**config.mk**
```make
export PLATFORM = sky130hd
export DESIGN_NAME = mem_port_arbiter
export DESIGN_NICKNAME = d
export VERILOG_FILES = /design/src/rtl/mem_port_arbiter.sv
export SDC_FILE = /design/constraint.sdc
export NUM_CORES = 1
export LEC_CHECK = 0
export BUFFER_PORTS_ARGS = -buffer_cell sky130_fd_sc_hd__buf_2
export CORE_ASPECT_RATIO = 2
export CORE_UTILIZATION = 49
export CTS_CLUSTER_DIAMETER = 150
export DETAILED_ROUTE_END_ITERATION = 10
export PLACE_DENSITY_LB_ADDON = 0.05
export SLEW_MARGIN = 20
export SYNTH_ARGS = -nofsm -noshare
export SYNTH_HDL_FRONTEND = slang
export SYNTH_SLANG_ARGS = --single-unit
```
**constraint.sdc**
```tcl
create_clock -name clk -period 2.5 [get_ports clk]
set_input_delay 0.5 -clock clk [delete_from_list [all_inputs] [get_ports clk]]
set_output_delay 0.5 -clock clk [all_outputs]
set_load 0.01 [all_outputs]
```
**src/rtl/mem_port_arbiter.sv**
```systemverilog
// mem_port_arbiter: serialises IF fetches and DM loads/stores onto one single-port memory,
// one transaction at a time, with a starvation guard that eventually forces an IF grant.
module mem_port_arbiter #(
  parameter int ADDR_WIDTH = 32,
  parameter int DAT_WIDTH  = 32,
  parameter int STARVE_MAX = 4
) (
  input  logic                  clk,
  input  logic                  rst_n,
  input  logic                  i_if_req,
  input  logic [ADDR_WIDTH-1:0] i_if_addr,
  output logic                  o_if_rvalid,
  output logic [DAT_WIDTH-1:0]  o_if_rdata,
  input  logic                  i_dm_req,
  input  logic                  i_dm_we,
  input  logic [ADDR_WIDTH-1:0] i_dm_addr,
  input  logic [DAT_WIDTH-1:0]  i_dm_wdata,
  output logic                  o_dm_done,
  output logic [DAT_WIDTH-1:0]  o_dm_rdata,
  output logic                  o_stall_F,
  output logic                  o_stall_M,
  output logic                  o_mem_req,
  output logic                  o_mem_we,
  output logic [ADDR_WIDTH-1:0] o_mem_addr,
  output logic [DAT_WIDTH-1:0]  o_mem_wdata,
  input  logic                  i_mem_ack,
  input  logic [DAT_WIDTH-1:0]  i_mem_rdata
);
  typedef enum logic {IDLE, BUSY} state_t;
  localparam logic [3:0] L_STARVE_MAX = 4'(STARVE_MAX);
  state_t                r_state;
  logic [3:0]            r_starve;
  logic                  r_owner_dm;
  logic                  r_we;
  logic                  r_mem_req;
  logic                  r_if_rvalid;
  logic                  r_dm_done;
  logic [ADDR_WIDTH-1:0] r_addr;
  logic [DAT_WIDTH-1:0]  r_wdata;
  logic [DAT_WIDTH-1:0]  r_if_rdata;
  logic [DAT_WIDTH-1:0]  r_dm_rdata;
  logic                  w_idle;
  logic                  w_grant_if;
  logic                  w_grant_dm;
  logic                  w_ack;
  assign w_idle     = (r_state == IDLE);
  assign w_grant_if = w_idle & i_if_req & (~i_dm_req | (r_starve == L_STARVE_MAX));
  assign w_grant_dm = w_idle & i_dm_req & ~w_grant_if;
  assign w_ack      = ~w_idle & i_mem_ack;
  always_ff @(posedge clk or negedge rst_n) begin
    if (!rst_n) begin
      r_state     <= IDLE;
      r_starve    <= '0;
      r_owner_dm  <= 1'b0;
      r_we        <= 1'b0;
      r_mem_req   <= 1'b0;
      r_if_rvalid <= 1'b0;
      r_dm_done   <= 1'b0;
      r_addr      <= '0;
      r_wdata     <= '0;
      r_if_rdata  <= '0;
      r_dm_rdata  <= '0;
    end else begin
      r_if_rvalid <= w_ack & ~r_owner_dm;
      r_if_rdata  <= (w_ack & ~r_owner_dm) ? i_mem_rdata : '0;
      r_dm_done   <= w_ack & r_owner_dm;
      r_dm_rdata  <= (w_ack & r_owner_dm & ~r_we) ? i_mem_rdata : '0;
      if (w_idle) begin
        if (~i_if_req | w_grant_if) r_starve <= '0;
        else if (w_grant_dm & (r_starve != L_STARVE_MAX)) r_starve <= r_starve + 4'd1;
        if (w_grant_if | w_grant_dm) begin
          r_state    <= BUSY;
          r_mem_req  <= 1'b1;
          r_owner_dm <= w_grant_dm;
          r_we       <= w_grant_dm & i_dm_we;
          r_addr     <= w_grant_dm ? i_dm_addr : i_if_addr;
          r_wdata    <= w_grant_dm ? i_dm_wdata : '0;
        end
      end else if (i_mem_ack) begin
        r_state   <= IDLE;
        r_mem_req <= 1'b0;
      end
    end
  end
  assign o_if_rvalid = r_if_rvalid;
  assign o_if_rdata  = r_if_rdata;
  assign o_dm_done   = r_dm_done;
  assign o_dm_rdata  = r_dm_rdata;
  // gated by rst_n so every output reads 0 while reset is held
  assign o_stall_F   = rst_n & i_if_req & ~r_if_rvalid;
  assign o_stall_M   = rst_n & i_dm_req & ~r_dm_done;
  assign o_mem_req   = r_mem_req;
  assign o_mem_we    = r_we;
  assign o_mem_addr  = r_addr;
  assign o_mem_wdata = r_wdata;
endmodule

```
==> metrics.yaml, run 1 <==
status:
  status: "finished clean"
floorplan:
  start_util_pct: 50.5
  die_w_um: 75.7
  pin_count: 268
  die_height_um: 149
  rows: 53
  dieArea_um2: 11300
  core-area_um2: 10500
synthesis:
  mappedNetlistArea_um2: 5330
  syn_nets: 573
  synth_simple_gate_area_share_pct: 19.7
  synth-compound-area-share_pct: 11.6
  synth_xor_area_share_pct: 0
  yosys_register_bits: 138
  syn_avg_cell_area_um2: 12.2
  yosys.area_share.adder_pct: 0.470
  ys.warnings.count: 0
  ys_seq_area_share_pct: 64.8
  synth_top_family_by_area: "simple AND/OR/NAND/NOR gates"
  synth_cell_type_count: 30
  synth_mux_area_share_pct: 0
  synthesis.instances: 437
final_layout:
  final_common_cell: "buf_2"
  final_util_pct: 70.0
  areaGrowthSynthToFinish_pct: 38.7
  antennaDiodeCount: 0
  final_cell_area_um2: 7380
  fin_nets: 836
  final_cell_mix: "buf_2, dfrtp_1, nand2_1, and2_1, a22o_1"
  drive_gt1_share_pct: 44.0
  fin_cells: 850
flow_run:
  drv_cap: 0
placed_design:
  preCtsSetupSlack_ns: 0.641
  dp.cells: 817
  place.gp.congestion: 0.829
  place_hpwl_um: 10200
  portBuffers: 267
  placed_area_um2: 6800
power_and_ir_drop:
  peakVddDrop_mv: 0.782
  powerDensity_nw_per_um2: 845
  p_leak_nw: 3.99
  finalPower_mw: 6.24
route:
  met3_length_um: 1200
  route.met2.wl_um: 7870
  met1_length_um: 5270
  avgViaCountPerCell: 5.29
  drc_errors: 0
  wire_per_inst_um: 17.4
  dr.pass1.iters: 4
  ant_nets: 0
  routed.top_layer: "met4"
  vias: 4493
  first_iter_violations: 228
  wl_um: 14800
worst_setup_path:
  cp_slowest_cell: "dlygate4sd3_1"
  critical_path_buf_inv_count: 3
  cp_cell_sequence: "dlygate4sd3_1 -> buf_6 -> nand2_1 -> nor2_1 -> buf_2"
  end_kind: "output pin"
  arrival_ns: 1.65
  start_kind: "input port"
  slowest_delay_ns: 0.54
  cp_max_fo: 29
  cp_top_family: "buffers and inverters"
  worst-setup-path-type: "in2out"
  crit_required_ns: 2.00
sta:
  holdWs_ns: 0.294
  fin_tns_setup_ns: 0
  worstMarginPinSlew_ns: 0.831
  rsz0062_at_grt: "false"
  hold_violations: 0
  finalSetupViolCount: 0
  max_slew_margin_pct: 44.6
  fin_crit_ns: 2.15
  slew_violations: 0
  fin_skew_ns: 0.00846
  maxClockFrequency_mhz: 466
  fin_ws_ns: 0.353
  period_share_pct: 85.9
clock_tree:
  root_buffer: "clkbuf_16"
  htreeDepth: 4
  cts.clk_slew.worst_paths_ns: 0.06
  cts_setup_buffers: 0
  clock_sinks: 138
  worstSkewPairLatency_ns: 0.42
  cts_made_buffers: 17
  cts.path.max_buffers: 2
  tritoncts: "yes"
global_routing:
  grt_max_degree: 69
  grt_pass1_wl_um: 22600
  grt_pass1_vias: 4725
  gr-total-overflow: 0
  grt_usage_pct: 27.3
  antenna_found_initial: 0
worst_hold_path:
  holdCritPathClass: "in2reg"
## state kept, by name, indices dropped and copies added (netlist names)
name         cells
r_owner_dm       1
o_mem_addr      32
o_dm_done        1
r_starve         4
o_if_rvalid      1
o_mem_wdata     32
r_state          1
o_mem_we         1
o_if_rdata      32
o_mem_req        1
o_dm_rdata      32
## cell usage after synthesis
master | n | area (µm²)
o21ai_1 | 1 | 5.00
nand2_1 | 71 | 267
nand4_1 | 2 | 12.5
o21ba_1 | 1 | 10.0
a41o_1 | 2 | 20.0
nand4b_4 | 1 | 23.8
dfrtp_1 | 138 | 3450
buf_4 | 1 | 7.51
inv_1 | 3 | 11.3
nor2_1 | 5 | 18.8
o21bai_2 | 1 | 11.3
and3_1 | 1 | 6.26
nand3_1 | 1 | 5.00
nand3b_1 | 1 | 7.51
nand4b_1 | 32 | 280
and3b_1 | 1 | 8.76
buf_2 | 9 | 45.0
nor4_1 | 1 | 6.26
nor3b_1 | 1 | 7.51
clkbuf_1 | 24 | 90.1
buf_6 | 2 | 22.5
o31a_1 | 1 | 8.76
a21o_1 | 2 | 15.0
o21a_1 | 1 | 7.51
ha_1 | 2 | 25.0
and2b_1 | 1 | 7.51
and2_1 | 64 | 400
buf_1 | 1 | 3.75
o211ai_1 | 32 | 240
a22o_1 | 34 | 298
## worst paths after layout
| check | startpoint | to | slack, ns | depth (start not counted) |
|---|---|---|---|---|
| max | rst_n | o_stall_F | 0.35 | 5 |
| min | i_mem_rdata[27] | o_if_rdata[27]$_DFF_PN0_ | 0.29 | 2 |
| max in group asynchronous | rst_n | o_mem_addr[3]$_DFFE_PN0P_ | 0.85 | 3 |
| max reg2reg | r_starve[0]$_DFFE_PN0P_ | o_mem_wdata[11]$_DFFE_PN0P_ | 0.72 | 6 |
| min reg2reg | o_mem_wdata[5]$_DFFE_PN0P_ | o_mem_wdata[5]$_DFFE_PN0P_ | 0.49 | 1 |
| min in group asynchronous | rst_n | o_mem_addr[11]$_DFFE_PN0P_ | 0.52 | 2 |
## timing repair
action,CTS,global route
resized for setup,0,0
hold buffers,1,0
hold endpoints to repair,25,0
## metal layers
metal  vias up  global-route usage (%)
li1       2040                       -
met1      2199                    28.6
met2       221                    47.6
met3        33                    9.16
met4         0                    12.4
met5         -                       0
## worst register-to-register path, delay by kind of cell, from the launching register on
kind            cells  cell delay, ns
flops               1            0.43
simple gates        2            0.41
compound gates      1            0.33
buf+inv             2            0.28
fa+ha+maj           1            0.24
## layout make-up
class | count | area [µm²]
inverter | 3 | 11.3
clock buffer | 20 | 457
tap | 137 | 171
clock inverter | 12 | 116
multi-input combinational | 259 | 1700
timing repair buffer | 281 | 1480
sequential | 138 | 3450
fill | 807 | 3160
## logic make-up after synthesis
| group | after synthesis |
|---|---|
| flops | 138 |
| simple gates | 182 |
| buf+inv | 40 |
| fa+ha+maj | 2 |
| compound gates | 75 |
## power by group
group / leakage, nW / switching, mW / total, mW / internal, mW
registers: 1.80 / 0.160 / 2.69 / 2.53
clock network: 0.266 / 0.969 / 2.40 / 1.43
logic: 1.93 / 0.624 / 1.15 / 0.526
total: 3.99 / 1.75 / 6.24 / 4.49
Power figures use the tool's default switching activity.
==> run 2: changes to the inputs <==
BUFFER_PORTS_ARGS = -buffer_cell sky130_fd_sc_hd__buf_4   (was -buffer_cell sky130_fd_sc_hd__buf_2)
==> run 2 against run 1 <==
Compared with the run above:
- fmax fell by 2.1%
- die area stayed put
- clock power increased by 4%
- global-route usage is 0.44 points lower
- register-to-register slack is essentially flat
- sequential share of layout area shrank 3.9 points
- total power up 5.0%
- core utilization is 6.4 points higher
- largest power group unchanged
==> metrics.yaml, run 2 (synthesis gave the netlist of run 1 again) <==
final_layout:
  drive_gt1_share_pct: 43.9
  fin_cells: 848
  final_cell_area_um2: 8060
  antennaDiodeCount: 0
  multiInputGateArea_um2: 1700
  final_util_pct: 76.4
  fillers: 737
  final_common_cell: "buf_4"
  seq_area_um2: 3450
  areaGrowthSynthToFinish_pct: 51.3
  fin_nets: 834
  final_cell_mix: "buf_4, dfrtp_1, nand2_1, and2_1, a22o_1"
sta:
  hold_violations: 0
  fin_crit_ns: 2.19
  fin_skew_ns: 0.00823
  slew_violations: 0
  fin_tns_setup_ns: 0
  period_share_pct: 87.8
  maxClockFrequency_mhz: 456
  worstMarginPinSlew_ns: 0.838
  rsz0062_at_grt: "false"
  max_slew_margin_pct: 44.1
  finalSetupViolCount: 0
power_and_ir_drop:
  powerDensity_nw_per_um2: 814
  p_leak_nw: 4.14
  peakVddDrop_mv: 0.844
  finalPower_mw: 6.56
worst_setup_path:
  rrSetupSlack_ns: 0.73
  crit_required_ns: 2.00
  end_kind: "output pin"
  cp_max_fo: 31
  start_kind: "input port"
  arrival_ns: 1.69
  worst-setup-path-type: "in2out"
placed_design:
  place.gp.congestion: 0.832
  placed_area_um2: 7450
  portBuffers: 267
  place_hpwl_um: 10400
  dp.cells: 815
global_routing:
  antenna_found_initial: 0
  grt_usage_pct: 26.8
  grt_pass1_wl_um: 22400
  gr-total-overflow: 0
  grt_pass1_vias: 4622
  grt_max_degree: 69
clock_tree:
  worstSkewPairLatency_ns: 0.41
  cts.path.max_buffers: 2
  cts_made_buffers: 17
  root_buffer: "clkbuf_16"
  htreeDepth: 4
  cts.clk_slew.worst_paths_ns: 0.06
  clock_sinks: 138
  tritoncts: "yes"
  cts_resized: 0
flow_run:
  drv_cap: 0
floorplan:
  pin_count: 268
  core-area_um2: 10500
  rows: 53
  dieArea_um2: 11300
  start_util_pct: 50.5
  die_height_um: 149
  die_w_um: 75.7
route:
  ant_nets: 0
  wire_per_inst_um: 17.5
  avgViaCountPerCell: 5.35
  drc_errors: 0
  dr.pass1.iters: 4
  wl_um: 14900
  vias: 4535
  first_iter_violations: 240
worst_hold_path:
  holdCritPathClass: "in2reg"
status:
  status: "finished clean"
-- run 2: area by class of cell --
| class | count | area share [%] |
|---|---|---|
| inverters | 3 | 0.140 |
| flip-flops and latches | 138 | 42.9 |
| well taps | 137 | 2.13 |
| multi-input cells | 259 | 21.1 |
| clock inverters | 12 | 1.74 |
| repair buffers | 279 | 26.4 |
| clock buffers | 20 | 5.67 |
-- run 2: critical path: stages --
cell	delay, ns
dlygate4sd3_1	0.55
buf_6	0.28
nand2_1	0.09
nor2_1	0.11
buf_4	0.13
-- run 2: stage by stage --
stage | hold slack [ns] | setup slack [ns]
floorplan | 0.204 | 0.829
detailed placement | 0.397 | 0.607
CTS | 0.286 | 0.285
global route | 0.290 | 0.209
finish | 0.301 | 0.306
global placement | 0.392 | 0.652
-- run 2: where the power goes --
| group | internal, mW | leakage [nW] | switching (mW) |
|---|---|---|---|
| clock network | 1.53 | 0.272 | 0.963 |
| logic | 0.734 | 2.07 | 0.624 |
| registers | 2.53 | 1.80 | 0.171 |
-- run 2: timing repair --
| item | CTS | global route |
|---|---|---|
| hold endpoints to repair | 27 | 0 |
| setup buffers | 0 | 0 |
| hold buffers | 1 | 0 |
-- run 2: final timing paths --
check / from / end / cells past startpoint
min in group asynchronous: rst_n / o_mem_addr[1]$_DFFE_PN0P_ / 2
max reg2reg: r_starve[0]$_DFFE_PN0P_ / o_mem_wdata[14]$_DFFE_PN0P_ / 6
min: i_mem_rdata[31] / o_dm_rdata[31]$_DFF_PN0_ / 2
min reg2reg: o_mem_wdata[18]$_DFFE_PN0P_ / o_mem_wdata[18]$_DFFE_PN0P_ / 1
max: rst_n / o_stall_F / 5
max in group asynchronous: rst_n / o_if_rdata[4]$_DFF_PN0_ / 3
-- run 2: layer usage --
metal,GRT usage (%),vias up,routed length (µm)
li1,-,2041,-
met1,28.5,2226,5080
met2,45.5,227,7980
met3,9.63,41,1250
met4,13.2,0,542
met5,0,-,0
